**config.mk**
```make
export PLATFORM = sky130hd
export DESIGN_NAME = mem_bus_arbiter
export DESIGN_NICKNAME = d
export VERILOG_FILES = /design/src/rtl/mem_bus_arbiter.sv
export SDC_FILE = /design/constraint.sdc
export NUM_CORES = 1
export LEC_CHECK = 0
export ABC_CLOCK_PERIOD_IN_PS = 2800
export CAP_MARGIN = 10
export CORE_MARGIN = 1.5
export CORE_UTILIZATION = 39
export DETAILED_ROUTE_END_ITERATION = 10
export HOLD_SLACK_MARGIN = 0.03
export PLACE_DENSITY = 0.82
export SLEW_MARGIN = 20
export SYNTH_ARGS = -nofsm -noshare
export SYNTH_HDL_FRONTEND = slang
export SYNTH_SLANG_ARGS = --single-unit
```
**constraint.sdc**
```tcl
create_clock -name clk -period 2.8 [get_ports clk]
set_input_delay 0.56 -clock clk [delete_from_list [all_inputs] [get_ports clk]]
set_output_delay 0.56 -clock clk [all_outputs]
set_load 0.05 [all_outputs]
```
**src/rtl/mem_bus_arbiter.sv**
```systemverilog
// Two-requester (CPU / device) round-robin arbiter in front of a single memory port.
// Optional memory-wait timeout is compiled in with `define ARB_TIMEOUT_EN.
module mem_bus_arbiter #(
    parameter int unsigned TIMEOUT_CYCLES = 15
) (
    input  logic        clk,
    input  logic        rst,
    input  logic        cpuReq,
    input  logic        cpuWe,
    input  logic [11:0] cpuAddr,
    input  logic [15:0] cpuWdata,
    output logic        cpuRdy,
    output logic [31:0] cpuRdata,
    input  logic        devReq,
    input  logic        devWe,
    input  logic [11:0] devAddr,
    input  logic [15:0] devWdata,
    output logic        devRdy,
    output logic [31:0] devRdata,
    output logic        memReq,
    output logic        memWe,
    output logic [11:0] memAddr,
    output logic [15:0] memWdata,
    output logic [2:0]  addrCmp,
    input  logic        memRdy,
    input  logic [31:0] memRdata,
    output logic        err
);

    typedef enum logic [1:0] {
        IDLE   = 2'd0,
        ACCESS = 2'd1,
        RESP   = 2'd2
    } state_t;

    state_t      state;
    state_t      state_next;
    logic        any_req;
    logic        pick_dev;
    logic        grant_dev;
    logic        last_dev;
    logic        timeout_hit;
    logic        err_flag;
    logic [31:0] rdata_q;
    logic [31:0] resp_data;
    logic        in_resp;

    assign any_req = cpuReq | devReq;

    // With both requesting, the one not served last wins; a lone requester always wins.
    always_comb begin
        pick_dev = 1'b0;
        if (cpuReq && devReq) begin
            pick_dev = ~last_dev;
        end else begin
            pick_dev = devReq;
        end
    end

`ifdef ARB_TIMEOUT_EN
    logic [7:0] wait_cnt;

    assign timeout_hit = (state == ACCESS) && !memRdy
                         && (wait_cnt == 8'(TIMEOUT_CYCLES - 1));

    always_ff @(posedge clk or posedge rst) begin
        if (rst) begin
            wait_cnt <= 8'd0;
            err_flag <= 1'b0;
        end else begin
            if (state == IDLE) begin
                wait_cnt <= 8'd0;
            end else if (state == ACCESS && !memRdy) begin
                wait_cnt <= wait_cnt + 8'd1;
            end
            // memRdy takes priority over an expiring counter.
            if (state == ACCESS) begin
                if (memRdy) begin
                    err_flag <= 1'b0;
                end else if (timeout_hit) begin
                    err_flag <= 1'b1;
                end
            end
        end
    end
`else
    logic unused_timeout_param;

    assign unused_timeout_param = (TIMEOUT_CYCLES == 0);
    assign timeout_hit          = 1'b0;
    assign err_flag             = 1'b0;
`endif

    // State register
    always_ff @(posedge clk or posedge rst) begin
        if (rst) begin
            state <= IDLE;
        end else begin
            state <= state_next;
        end
    end

    // Next-state logic
    always_comb begin
        state_next = state;
        case (state)
            IDLE: begin
                if (any_req) begin
                    state_next = ACCESS;
                end
            end
            ACCESS: begin
                if (memRdy || timeout_hit) begin
                    state_next = RESP;
                end
            end
            RESP: begin
                state_next = IDLE;
            end
            default: begin
                state_next = IDLE;
            end
        endcase
    end

    // Grant, latched request fields, response data and round-robin pointer
    always_ff @(posedge clk or posedge rst) begin
        if (rst) begin
            grant_dev <= 1'b0;
            last_dev  <= 1'b1;
            memWe     <= 1'b0;
            memAddr   <= 12'd0;
            memWdata  <= 16'd0;
            rdata_q   <= 32'd0;
        end else begin
            case (state)
                IDLE: begin
                    if (any_req) begin
                        grant_dev <= pick_dev;
                        memWe     <= pick_dev ? devWe    : cpuWe;
                        memAddr   <= pick_dev ? devAddr  : cpuAddr;
                        memWdata  <= pick_dev ? devWdata : cpuWdata;
                    end
                end
                ACCESS: begin
                    if (memRdy) begin
                        rdata_q  <= memRdata;
                        last_dev <= grant_dev;
                    end else if (timeout_hit) begin
                        rdata_q  <= 32'd0;
                        last_dev <= grant_dev;
                    end
                end
                default: begin
                end
            endcase
        end
    end

    // Output decode
    always_comb begin
        in_resp   = (state == RESP);
        memReq    = (state == ACCESS);
        addrCmp   = 3'd0;
        if (memReq) begin
            addrCmp = (memAddr[11:8] == 4'd0) ? 3'd2 : 3'd3;
        end
        resp_data = memWe ? 32'd0 : rdata_q;
        cpuRdy    = in_resp && !grant_dev;
        devRdy    = in_resp && grant_dev;
        cpuRdata  = cpuRdy ? resp_data : 32'd0;
        devRdata  = devRdy ? resp_data : 32'd0;
        err       = in_resp && err_flag;
    end

endmodule

```
# == Yosys cells after proc, flatten, opt, wreduce, memory -nomap -nowiden ==
# Index checks and enable logic that the tools add are counted.
# op_classes
bitwise,2
muxes,12
n_eq_ne,4
n_reduce_logical,9
# ops
cell,count
two-way mux 32 bit,3
two-way mux 16 bit,1
two-way mux 12 bit,1
two-way mux 2 bit,3
AND reduction 2 bit,3
logical NOT 4 bit,1
case mux 2 bit (2 select lines),1
logical AND 1 bit,3
two-way mux 1 bit,3
== test 2 x 1 -> 1 bit (second input constant),1
== test 2 bit (second input constant),1
logical NOT 2 bit,1
inequality test 2 x 1 -> 1 bit (second input constant),1
inequality test 2 bit (second input constant),1
logical NOT 1 bit,1
inverter 1 bit,1
bitwise OR 1 bit,1
# totals
wordCells,34
ff_bits,65
output_inout_bits,100

# == Logic depth before layout (Yosys ltp) ==
# depth
ltp_word,3
mapped_depth,5
mapped_depth_nobuf,4

# == Least setup slack after synthesis ==
# Ideal clock, no wire load.
# synth_path
kind,register to output
startpoint,register grant_dev
endpoint,output port cpuRdata[10]
n_path_buf,1
path_stages_with_launch,5
setup_slack_ns,0.221
t_arrival_ns,2.019
path_cell_list,dfrtp_1 nor3b_2 and2b_1 clkbuf_1 and2_1
# synth_between
elab_chain_len,3
# synth_lines
element,line,rtl
start: declaration,40,logic grant_dev;
start signal: assignment,139,grant_dev <= pick_dev;
logical NOT 1 bit,169,cpuRdy = in_resp && !grant_dev;
logical AND 1 bit,169,
named net cpuRdy,12,"output logic cpuRdy,"
two-way mux 32 bit,171,cpuRdata = cpuRdy ? resp_data : 32'd0;
end: declaration,13,"output logic [31:0] cpuRdata,"
# The timed path passes the listed nets, and every way through them passes these cells.

# == Worst setup path after layout ==
# layout_path
startpoint,register state[1]
endpoint,output port addrCmp[0]
# layout_between
elab_chain_len,2
# layout_lines
element,line,rtl
start: declaration,36,state_t state;
start signal: assignment,99,state <= state_next;
== test 2 x 1 -> 1 bit,163,memReq = (state == ACCESS);
two-way mux 2 bit,165,if (memReq) begin
end: declaration,24,"output logic [2:0] addrCmp,"
# Every way passes these cells.

==> qor.txt <==
status - completed
Power Density - 929 nW/um^2
r2r startpoint - state[1]$_DFFE_PP0P_
initial antenna violation count - 0
Async SR Flop Fraction - 1.00
CP Launch Type - flip-flop
CTS Buffer Depth - 2
commonest register cell after synthesis - dfrtp_1
internal power - 0.00350 W
Synth Instances - 256
Reg area - 1630 um^2
Synth-to-Final Area Change - 81.7%
CTS resizes - 0
worst hold start - rdata_q[23]$_DFFE_PP0P_
Switch Pwr - 0.00243 W
pre-CTS setup slack - 0.444 ns
Design Area, Final - 6380 um^2
worst clock skew - 0.00444 ns
max cap viols - 0
Filler Cell Count - 605
Layout Nets - 542
Core ar. - 8720 um^2
clock-pin slew on the worst setup and hold paths - 0.07 ns
clock sinks - 65
first-pass GRT wire length - 14,500 um
#FFs+latches synth - 65
Yosys top cell area share - 0.456
total setup buffers inserted after CTS - 0
CP peak stage delay - 0.84 ns
full die area - 9590 um^2
kind of critical path - flip-flop to primary output
Clock Latency Late Sink - 0.33 ns
syn avg cell area - 13.7 um^2
Detail Placement HPWL - 7250 um
ANT nets after route - 0
Peak VDD IR - 0.884 mV
Setup WS post-layout - 0.288 ns
Post-CTS Hold Buffers - 0
Reg2Reg Capture Point - rdata_q[10]$_DFFE_PP0P_
fmax - 398 MHz
Total GRT Usage - 0.194
final setup fails - 0
Hold Fails Final Rpt - 0
CTS tree - yes
Critical Path End Type - primary output
WP data arrival - 1.95 ns
P_leak - 2.81 nW
CP max FO - 4
Setup TNS - 0 ns
largest net degree at the start of global routing - 35
Worst EP required - 2.24 ns
reg2reg path depth - 4
Gate power share - 0.565
drt first pass iters - 4
top post-synthesis cells by area - dfrtp_1 46%, mux2_4 24%, and2_1 11%
yosys warns - 0
Total Wirelength - 9150 um
vias in the first global route - 2,794
crit-path cells - nand2b_1 -> nor2_1 -> clkdlybuf4s50_1
hold path cells - 1
sw frac - 0.409
Post-synth EDFFs - 0
max_slew headroom - 0.456
residual DRC count - 0
routed len/inst - 16.3 um
row count - 34
I/O Pins - 195
clock root cell - clkbuf_8
Post-Syn Area - 3510 um^2
post-synthesis cell type count - 24
Slowest cell on crit path - clkdlybuf4s50_1
Port-buffer cells - 192
layout cells sized above 1 - 0.398
area leader, netlist - dfrtp_1
Clk network pwr share - 0.137
number of diodes - 0
via count - 2,657
Slew Viols, Final - 0
vias per cell - 4.74
die width - 97.9 um
RSZ-0062 raised after global routing - no
Die Span Y - 97.9 um
final period demand of the worst path - 2.51 ns
crit path launch - state[1]$_DFFE_PP0P_
Worst Max-Slew Pin Slew - 0.813 ns
H-tree levels - 3
multi-input logic area - 1760 um^2
hold crit path type - flip-flop to flip-flop
Detailed Route Iter0 Violations - 31
RePlAce Congestion - 0.737
post-synthesis sequential area ratio - 0.463
hold endpoint - rdata_q[23]$_DFFE_PP0P_
Area after DPL - 6170 um^2
gr ovfl total - 0
register share of total power - 0.298
initial core utilization - 0.403
final period utilization - 0.897
reg-to-reg setup timing slack - 0.97 ns
CTS Buf Count - 9
==> cells in the mapped netlist (2+ instances only) <==
cell type,number
mux2_4,57
buf_6,3
nor2_1,2
dfrtp_1,64
and2_1,64
clkbuf_1,6
mux2_2,33
inv_1,3
buf_4,8
and2b_1,2
==> state kept, by name, summed over array words and instances, names as in the netlist <==
name	flops
memWdata	16
memWe	1
last_dev	1
state	2
memAddr	12
grant_dev	1
rdata_q	32
==> through the flow <==
| step | total power, W | std cells | util | hold WS, ns |
|---|---|---|---|---|
| 3_3_place_gp | 0.00506 | 544 | 0.708 | 0.483 |
| 4_1_cts | 0.00598 | 560 | 0.732 | 0.513 |
| 6_report | 0.00593 | 560 | 0.732 | 0.507 |
| 2_1_floorplan | 0.00395 | 257 | - | 0.470 |
| 5_1_grt | 0.00620 | 560 | 0.732 | 0.532 |
| 3_5_place_dp | 0.00515 | 544 | 0.708 | 0.498 |
==> final cells by class <==
class,count,area share
multi-input cells,170,0.276
repair buffers,197,0.413
well taps,108,0.0212
flip-flops and latches,65,0.255
clock buffers,14,0.0271
clock inverters,2,0.00549
inverters,4,0.00235
==> worst max-delay path: cells and delay by family, from the launching register on <==
| family | cells | cell delay [ns] |
|---|---|---|
| buffers and inverters | 1 | 0.84 |
| flip-flops | 1 | 0.42 |
| AND/OR/NAND/NOR | 2 | 0.36 |
==> power groups by stage <==
stage / combinational, W / clock (W) / sequential [W]
5_1_grt: 0.00349 / 0.000875 / 0.00184
4_1_cts: 0.00338 / 0.000832 / 0.00177
2_1_floorplan: 0.00152 / 0 / 0.00243
3_5_place_dp: 0.00338 / 0 / 0.00177
3_3_place_gp: 0.00331 / 0 / 0.00175
6_report: 0.00335 / 0.000811 / 0.00177
==> routing by layer <==
metal,up-vias,track usage,share of wire
met5,-,0,0
met4,0,0.0725,0.023
met3,16,0.0544,0.076
met2,134,0.344,0.51
met1,1272,0.221,0.39
li1,1235,-,-
==> cell families after synthesis <==
kind of cell           synth area share
AND/OR/NAND/NOR                   0.135
flip-flops                        0.463
other                           0.00107
buffers and inverters            0.0388
AO/OA/AOI/OAI                   0.00677
multiplexers                      0.355
==> layout by cell type, fill, tap and decap left out, drive strengths merged, types with 2 or more instances in the layout <==
cell             n
clkdlybuf4s50  128
mux2            91
buf             69
and2            64
dfrtp           64
clkbuf          14
inv              4
nor2             2
and2b            2
conb             2
==> worst max path at each step <==
| stage | to | slack, ns |
|---|---|---|
| 4_1_cts | addrCmp[0] | 0.24 |
| 3_5_place_dp | memAddr[7]$_DFFE_PP0P_ | 0.44 |
| 2_1_floorplan | cpuRdata[10] | 0.22 |
| 6_report | addrCmp[0] | 0.29 |
| 3_3_place_gp | memAddr[3]$_DFFE_PP0P_ | 0.50 |
| 5_1_grt | addrCmp[0] | 0.16 |
Power figures use the tool's default switching activity.
